===== src/rtl/readout_cmd_pkg.sv =====
// Shared definitions for the readout waveform-command FIFO (writer and read side).
package readout_cmd_pkg;

    localparam int FREQ_W   = 32;
    localparam int PHASE_W  = 32;
    localparam int NSAMP_W  = 16;
    localparam int OUTSEL_W = 2;
    localparam int CMD_W    = 83;

    // FIFO entry layout: {mode, outsel, nsamp, phase, freq}
    localparam int FREQ_LSB   = 0;
    localparam int PHASE_LSB  = 32;
    localparam int NSAMP_LSB  = 64;
    localparam int OUTSEL_LSB = 80;
    localparam int MODE_BIT   = 82;

    // Bit positions inside command word 2
    localparam int W2_NSAMP_LSB  = 0;
    localparam int W2_OUTSEL_LSB = 16;
    localparam int W2_MODE_BIT   = 18;

    typedef logic [1:0] state_t;
    localparam state_t ST_W0   = 2'd0;
    localparam state_t ST_W1   = 2'd1;
    localparam state_t ST_W2   = 2'd2;
    localparam state_t ST_PUSH = 2'd3;

endpackage


===== src/rtl/readout_cmd_writer.sv =====
// Packs 3-word processor commands into 83-bit readout FIFO entries with framing/nsamp checks.
// Optional command/drop counters are built when READOUT_CMD_WR_STATS_EN is defined.
module readout_cmd_writer
    import readout_cmd_pkg::*;
#(
    parameter int NSAMP_MIN = 2
) (
    input  logic              clk,
    input  logic              rstn,
    input  logic [31:0]       s_tdata_i,
    input  logic              s_tvalid_i,
    input  logic              s_tlast_i,
    output logic              s_tready_o,
    output logic              fifo_wr_en_o,
    input  logic              fifo_full_i,
    output logic [CMD_W-1:0]  fifo_din_o,
    input  logic              clr_err_i,
    output logic [1:0]        err_o,
    output logic [31:0]       cmd_cnt_o,
    output logic [15:0]       drop_cnt_o
);

    localparam logic [NSAMP_W-1:0] NSAMP_MIN_L = NSAMP_W'(NSAMP_MIN);

    state_t                state;
    logic [FREQ_W-1:0]     freq;
    logic [PHASE_W-1:0]    phase;
    logic [NSAMP_W-1:0]    nsamp;
    logic [OUTSEL_W-1:0]   outsel;
    logic                  mode;

    logic                  acc;
    logic [NSAMP_W-1:0]    w2_nsamp;
    logic                  nsamp_bad;
    logic                  frame_err;
    logic                  nsamp_err;

    // Word-2 bits above the mode flag carry no meaning.
    logic unused_w2_bits;
    assign unused_w2_bits = &{1'b0, s_tdata_i[31:W2_MODE_BIT+1]};

    assign s_tready_o   = (state != ST_PUSH);
    assign fifo_wr_en_o = (state == ST_PUSH) & ~fifo_full_i;
    assign fifo_din_o   = {mode, outsel, nsamp, phase, freq};

    assign acc       = s_tvalid_i & s_tready_o;
    assign w2_nsamp  = s_tdata_i[W2_NSAMP_LSB +: NSAMP_W];
    assign nsamp_bad = (w2_nsamp < NSAMP_MIN_L);
    assign frame_err = acc & ((s_tlast_i & ((state == ST_W0) | (state == ST_W1))) |
                              (~s_tlast_i & (state == ST_W2)));
    assign nsamp_err = acc & (state == ST_W2) & nsamp_bad;

    always_ff @(posedge clk or negedge rstn) begin
        if (!rstn) begin
            state  <= ST_W0;
            freq   <= '0;
            phase  <= '0;
            nsamp  <= '0;
            outsel <= '0;
            mode   <= 1'b0;
        end else begin
            case (state)
                ST_W0: if (acc) begin
                    freq  <= s_tdata_i;
                    state <= s_tlast_i ? ST_W0 : ST_W1;
                end
                ST_W1: if (acc) begin
                    phase <= s_tdata_i;
                    state <= s_tlast_i ? ST_W0 : ST_W2;
                end
                ST_W2: if (acc) begin
                    nsamp  <= w2_nsamp;
                    outsel <= s_tdata_i[W2_OUTSEL_LSB +: OUTSEL_W];
                    mode   <= s_tdata_i[W2_MODE_BIT];
                    state  <= (!s_tlast_i || nsamp_bad) ? ST_W0 : ST_PUSH;
                end
                default: if (!fifo_full_i) state <= ST_W0;
            endcase
        end
    end

    // New errors are OR-ed in after the clear so a same-cycle set survives.
    always_ff @(posedge clk or negedge rstn) begin
        if (!rstn) err_o <= 2'b00;
        else       err_o <= (clr_err_i ? 2'b00 : err_o) | {nsamp_err, frame_err};
    end

`ifdef READOUT_CMD_WR_STATS_EN
    logic drop;
    assign drop = frame_err | nsamp_err;

    always_ff @(posedge clk or negedge rstn) begin
        if (!rstn) begin
            cmd_cnt_o  <= '0;
            drop_cnt_o <= '0;
        end else begin
            if (fifo_wr_en_o)                 cmd_cnt_o  <= cmd_cnt_o + 32'd1;
            if (drop && drop_cnt_o != 16'hFFFF) drop_cnt_o <= drop_cnt_o + 16'd1;
        end
    end
`else
    assign cmd_cnt_o  = '0;
    assign drop_cnt_o = '0;
`endif

endmodule


===== config.mk =====
export PLATFORM = sky130hd
export DESIGN_NAME = readout_cmd_writer
export DESIGN_NICKNAME = d
export VERILOG_FILES = /design/src/rtl/readout_cmd_pkg.sv /design/src/rtl/readout_cmd_writer.sv
export SDC_FILE = /design/constraint.sdc
export NUM_CORES = 1
export LEC_CHECK = 0
export ABC_CLOCK_PERIOD_IN_PS = 4600
export CORE_UTILIZATION = 45
export DETAILED_ROUTE_END_ITERATION = 12
export MAX_ROUTING_LAYER = met4
export PLACE_DENSITY = 0.92
export RECOVER_POWER = 25
export SLEW_MARGIN = 20
export SYNTH_ARGS = -nofsm -noshare
export SYNTH_HDL_FRONTEND = slang
export SYNTH_SLANG_ARGS = --single-unit
export TNS_END_PERCENT = 100

===== constraint.sdc =====
create_clock -name clk -period 4.6 [get_ports clk]
set_clock_uncertainty 0.15 [all_clocks]
set_input_delay 0.92 -clock clk [delete_from_list [all_inputs] [get_ports clk]]
set_output_delay 0.92 -clock clk [all_outputs]
set_load 0.1 [all_outputs]

==> metrics.txt <==
# TYPE chip_impl_metric gauge
chip_impl_info{name="outcome",value="finished, violations left"} 1
chip_impl_info{name="failed_checks",value="capacitance limit, slew limit"} 1
chip_impl_metric{name="post_cts.repair.setup_buffers",unit=""} 0
chip_impl_metric{name="fill_cells",unit=""} 597
chip_impl_metric{name="first_global_vias",unit=""} 2504
chip_impl_metric{name="yosys.area.top_type_share",unit="%"} 57.9
chip_impl_info{name="min_delay_worst_endpoint",value="freq[1]"} 1
chip_impl_info{name="ys_top_cells_by_count",value="dfrtp_1 (87), mux2_2 (83), buf_4 (49)"} 1
chip_impl_info{name="grt_setup_unrepaired",value="false"} 1
chip_impl_metric{name="timing_max_transition_violations_final",unit=""} 88
chip_impl_metric{name="post_route_minimum_period",unit="ns"} 3.28
chip_impl_metric{name="floorplan.initialDensity",unit="%"} 47.6
chip_impl_metric{name="yosysUniqueCellTypes",unit=""} 21
chip_impl_metric{name="routed_wl",unit="microns"} 8020
chip_impl_metric{name="peak_fanout_along_the_critical_path",unit=""} 3
chip_impl_info{name="worstHoldPathType",value="reg -> reg"} 1
chip_impl_metric{name="vias_post_dr",unit=""} 2392
chip_impl_metric{name="ant_cells",unit=""} 0
chip_impl_metric{name="number_of_clock_buffers_inserted_by_tritoncts",unit=""} 9
chip_impl_metric{name="clk_transition_reported_paths",unit="ns"} 0.08
chip_impl_metric{name="clock_sinks",unit=""} 87
chip_impl_metric{name="worst-r2r-setup-slack",unit="ns"} 2.25
chip_impl_metric{name="detail_route.first_pass.iterations",unit=""} 4
chip_impl_metric{name="synth_area",unit="sq mm"} 0.00376
chip_impl_metric{name="die-width",unit="microns"} 93.4
chip_impl_metric{name="grt.total_usage",unit="%"} 19.4
chip_impl_metric{name="clk_path_buf_depth",unit=""} 2
chip_impl_info{name="worst_hold_startpoint",value="freq[1]"} 1
chip_impl_metric{name="boundaryPins",unit=""} 173
chip_impl_metric{name="layout-area-overhead-vs-synth",unit="%"} 36.0
chip_impl_metric{name="final-seq-area",unit="sq mm"} 0.00218
chip_impl_metric{name="detailedRoute.firstIterationViolations",unit=""} 52
chip_impl_info{name="reg2reg_to",value="freq[3]"} 1
chip_impl_metric{name="port_buffers",unit=""} 124
chip_impl_info{name="critical_path.endpoint_type",value="primary output"} 1
chip_impl_metric{name="final_nets",unit=""} 432
chip_impl_metric{name="dp_hpwl",unit="microns"} 5730
chip_impl_metric{name="placeableCoreArea",unit="sq mm"} 0.00789
chip_impl_metric{name="seq_area_frac_synth",unit="%"} 57.9
chip_impl_metric{name="drt-wirelength-per-cell",unit="microns"} 16.1
chip_impl_metric{name="synth-edff-count",unit=""} 0
chip_impl_metric{name="setup_viol",unit=""} 0
chip_impl_metric{name="gr-total-overflow",unit=""} 0
chip_impl_info{name="critPathLaunchType",value="flip-flop"} 1
chip_impl_metric{name="syn-mean-instance-area",unit="sq um"} 14.3
chip_impl_info{name="yosys.area.top_type",value="dfrtp_1"} 1
chip_impl_metric{name="multi_input_area",unit="sq mm"} 0.00133
chip_impl_info{name="most_frequently_used_flop_master_after_synthesis",value="dfrtp_1"} 1
chip_impl_metric{name="postCtsResizedCells",unit=""} 0
chip_impl_metric{name="synth.ff_latch_count",unit=""} 87
chip_impl_metric{name="worstMarginPinSlew",unit="ns"} 2.14
chip_impl_metric{name="rr_worst_depth",unit=""} 5
chip_impl_metric{name="floorplan.die.height",unit="microns"} 93.4
chip_impl_metric{name="synth-async-reset-ratio",unit="%"} 100
chip_impl_metric{name="max_cap_violations",unit=""} 1
chip_impl_metric{name="holdPathStages",unit=""} 1
chip_impl_info{name="yosys.cell_count.top_type",value="dfrtp_1"} 1
chip_impl_metric{name="finalSetupTns",unit="ns"} 0
chip_impl_metric{name="grt_pass1_wl",unit="microns"} 12600
chip_impl_metric{name="period_utilization",unit="%"} 71.3
chip_impl_info{name="netlist_top_cells_area",value="dfrtp_1 (58%), mux2_2 (25%), buf_4 (9.8%), ha_1 (1.3%), buf_2 (1.1%)"} 1
chip_impl_metric{name="fp-row-count",unit=""} 32
chip_impl_metric{name="post_synth_inst_count",unit=""} 263
chip_impl_metric{name="gp_congestion",unit=""} 0.789
chip_impl_metric{name="arrival",unit="ns"} 2.21
chip_impl_metric{name="clk_latency",unit="ns"} 0.33
chip_impl_metric{name="postRouteAntennaNets",unit=""} 0
chip_impl_metric{name="post_detailed_route_via_to_cell_ratio",unit=""} 4.81
chip_impl_metric{name="h_tree_depth",unit=""} 3
chip_impl_metric{name="dieArea",unit="sq mm"} 0.00872
chip_impl_metric{name="hold_violations",unit=""} 0
chip_impl_info{name="crit_type",value="reg -> out"} 1
chip_impl_metric{name="cts_hold_buf",unit=""} 0
chip_impl_metric{name="maximum_number_of_pins_on_one_net_before_global_route_repair",unit=""} 88
chip_impl_metric{name="drcViolationCount",unit=""} 0
chip_impl_metric{name="synth_warnings",unit=""} 0
chip_impl_metric{name="layout-drive-gt1-share",unit="%"} 26.3
chip_impl_info{name="cts_tree",value="done"} 1
chip_impl_metric{name="antenna_found_initial",unit=""} 0
chip_impl_info{name="timing.rr.start",value="state[0]"} 1
chip_impl_metric{name="slew_headroom",unit="%"} -43.0
chip_impl_info{name="cts-root-buf",value="clkbuf_8"} 1
chip_impl_metric{name="critical_path_required",unit="ns"} 3.53
chip_impl_metric{name="achievable-frequency",unit="MHz"} 305
-- cells in the final DEF (no fill, tap or decap), types with 2 or more instances in the layout --
cell,instances
a221oi_1,4
clkinv_2,2
nand2_1,4
nor3_1,3
conb_1,48
nor2_1,2
inv_1,6
ha_1,4
buf_4,3
mux2_2,83
clkdlybuf4s50_1,122
clkbuf_8,11
dfrtp_1,87
nor4_1,3
-- layer usage --
metal	vias to the layer above	track usage [%]	routed length (microns)	part of all wire, %
met5	-	-	0	0
met4	0	6.54	100	1.2
met3	10	2.76	396	4.9
met2	111	33.0	4050	51
met1	1207	23.9	3470	43
li1	1064	-	-	-
-- cell type report --
type / count / area share, %
Sequential cell: 87 / 42.6
Multi-Input combinational cell: 160 / 26.0
Timing Repair Buffer: 126 / 24.4
Clock buffer: 11 / 2.96
Tap cell: 102 / 2.50
Clock inverter: 5 / 1.10
Inverter: 6 / 0.441
-- sequential cells by signal, indices dropped and copies added (netlist names) --
register / flops
err_o: 2
state: 2
mode: 1
outsel: 2
nsamp: 16
phase: 32
freq: 32
-- logic make-up after synthesis --
group / Yosys count / share of synthesized area [%]
multiplexers: 83 / 24.9
adder cells (fa/ha/maj): 4 / 1.33
buffers and inverters: 63 / 11.5
AO/OA/AOI/OAI: 8 / 1.80
flip-flops: 87 / 57.9
other: 1 / 0.0998
AND/OR/NAND/NOR: 17 / 2.50
-- how the worst max path moves through the flow --
| stage | slack, ns | startpoint | to |
|---|---|---|---|
| 3_3_place_gp | 1.49 | s_tvalid_i | phase[31] |
| 3_5_place_dp | 1.45 | s_tvalid_i | phase[29] |
| 4_1_cts | 1.29 | state[0] | s_tready_o |
| 2_1_floorplan | 1.20 | state[0] | fifo_wr_en_o |
| 6_report | 1.32 | state[0] | s_tready_o |
| 5_1_grt | 1.22 | state[0] | s_tready_o |
-- metrics by stage --
| step | cells | worst slack, ns | util (%) | hold slack, ns | instance area [sq um] |
|---|---|---|---|---|---|
| after floorplan | 310 | 1.20 | - | 0.331 | 3930 |
| after global placement | 481 | 1.49 | 62.2 | 0.338 | 4900 |
| after detailed placement | 481 | 1.45 | 62.2 | 0.342 | 4900 |
| after CTS | 497 | 1.29 | 64.8 | 0.363 | 5110 |
| after global routing | 497 | 1.22 | 64.8 | 0.374 | 5110 |
| final | 497 | 1.32 | 64.8 | 0.359 | 5110 |
-- worst max-delay path, cell delays in order (launching register included) --
cell and delay (ns):
dfrtp_1 0.41, ha_1 0.24, inv_1 0.10, clkdlybuf4s50_1 1.14
Power is not shown: default switching activity piles up to over one toggle a cycle in this logic, so the estimate is an artifact.
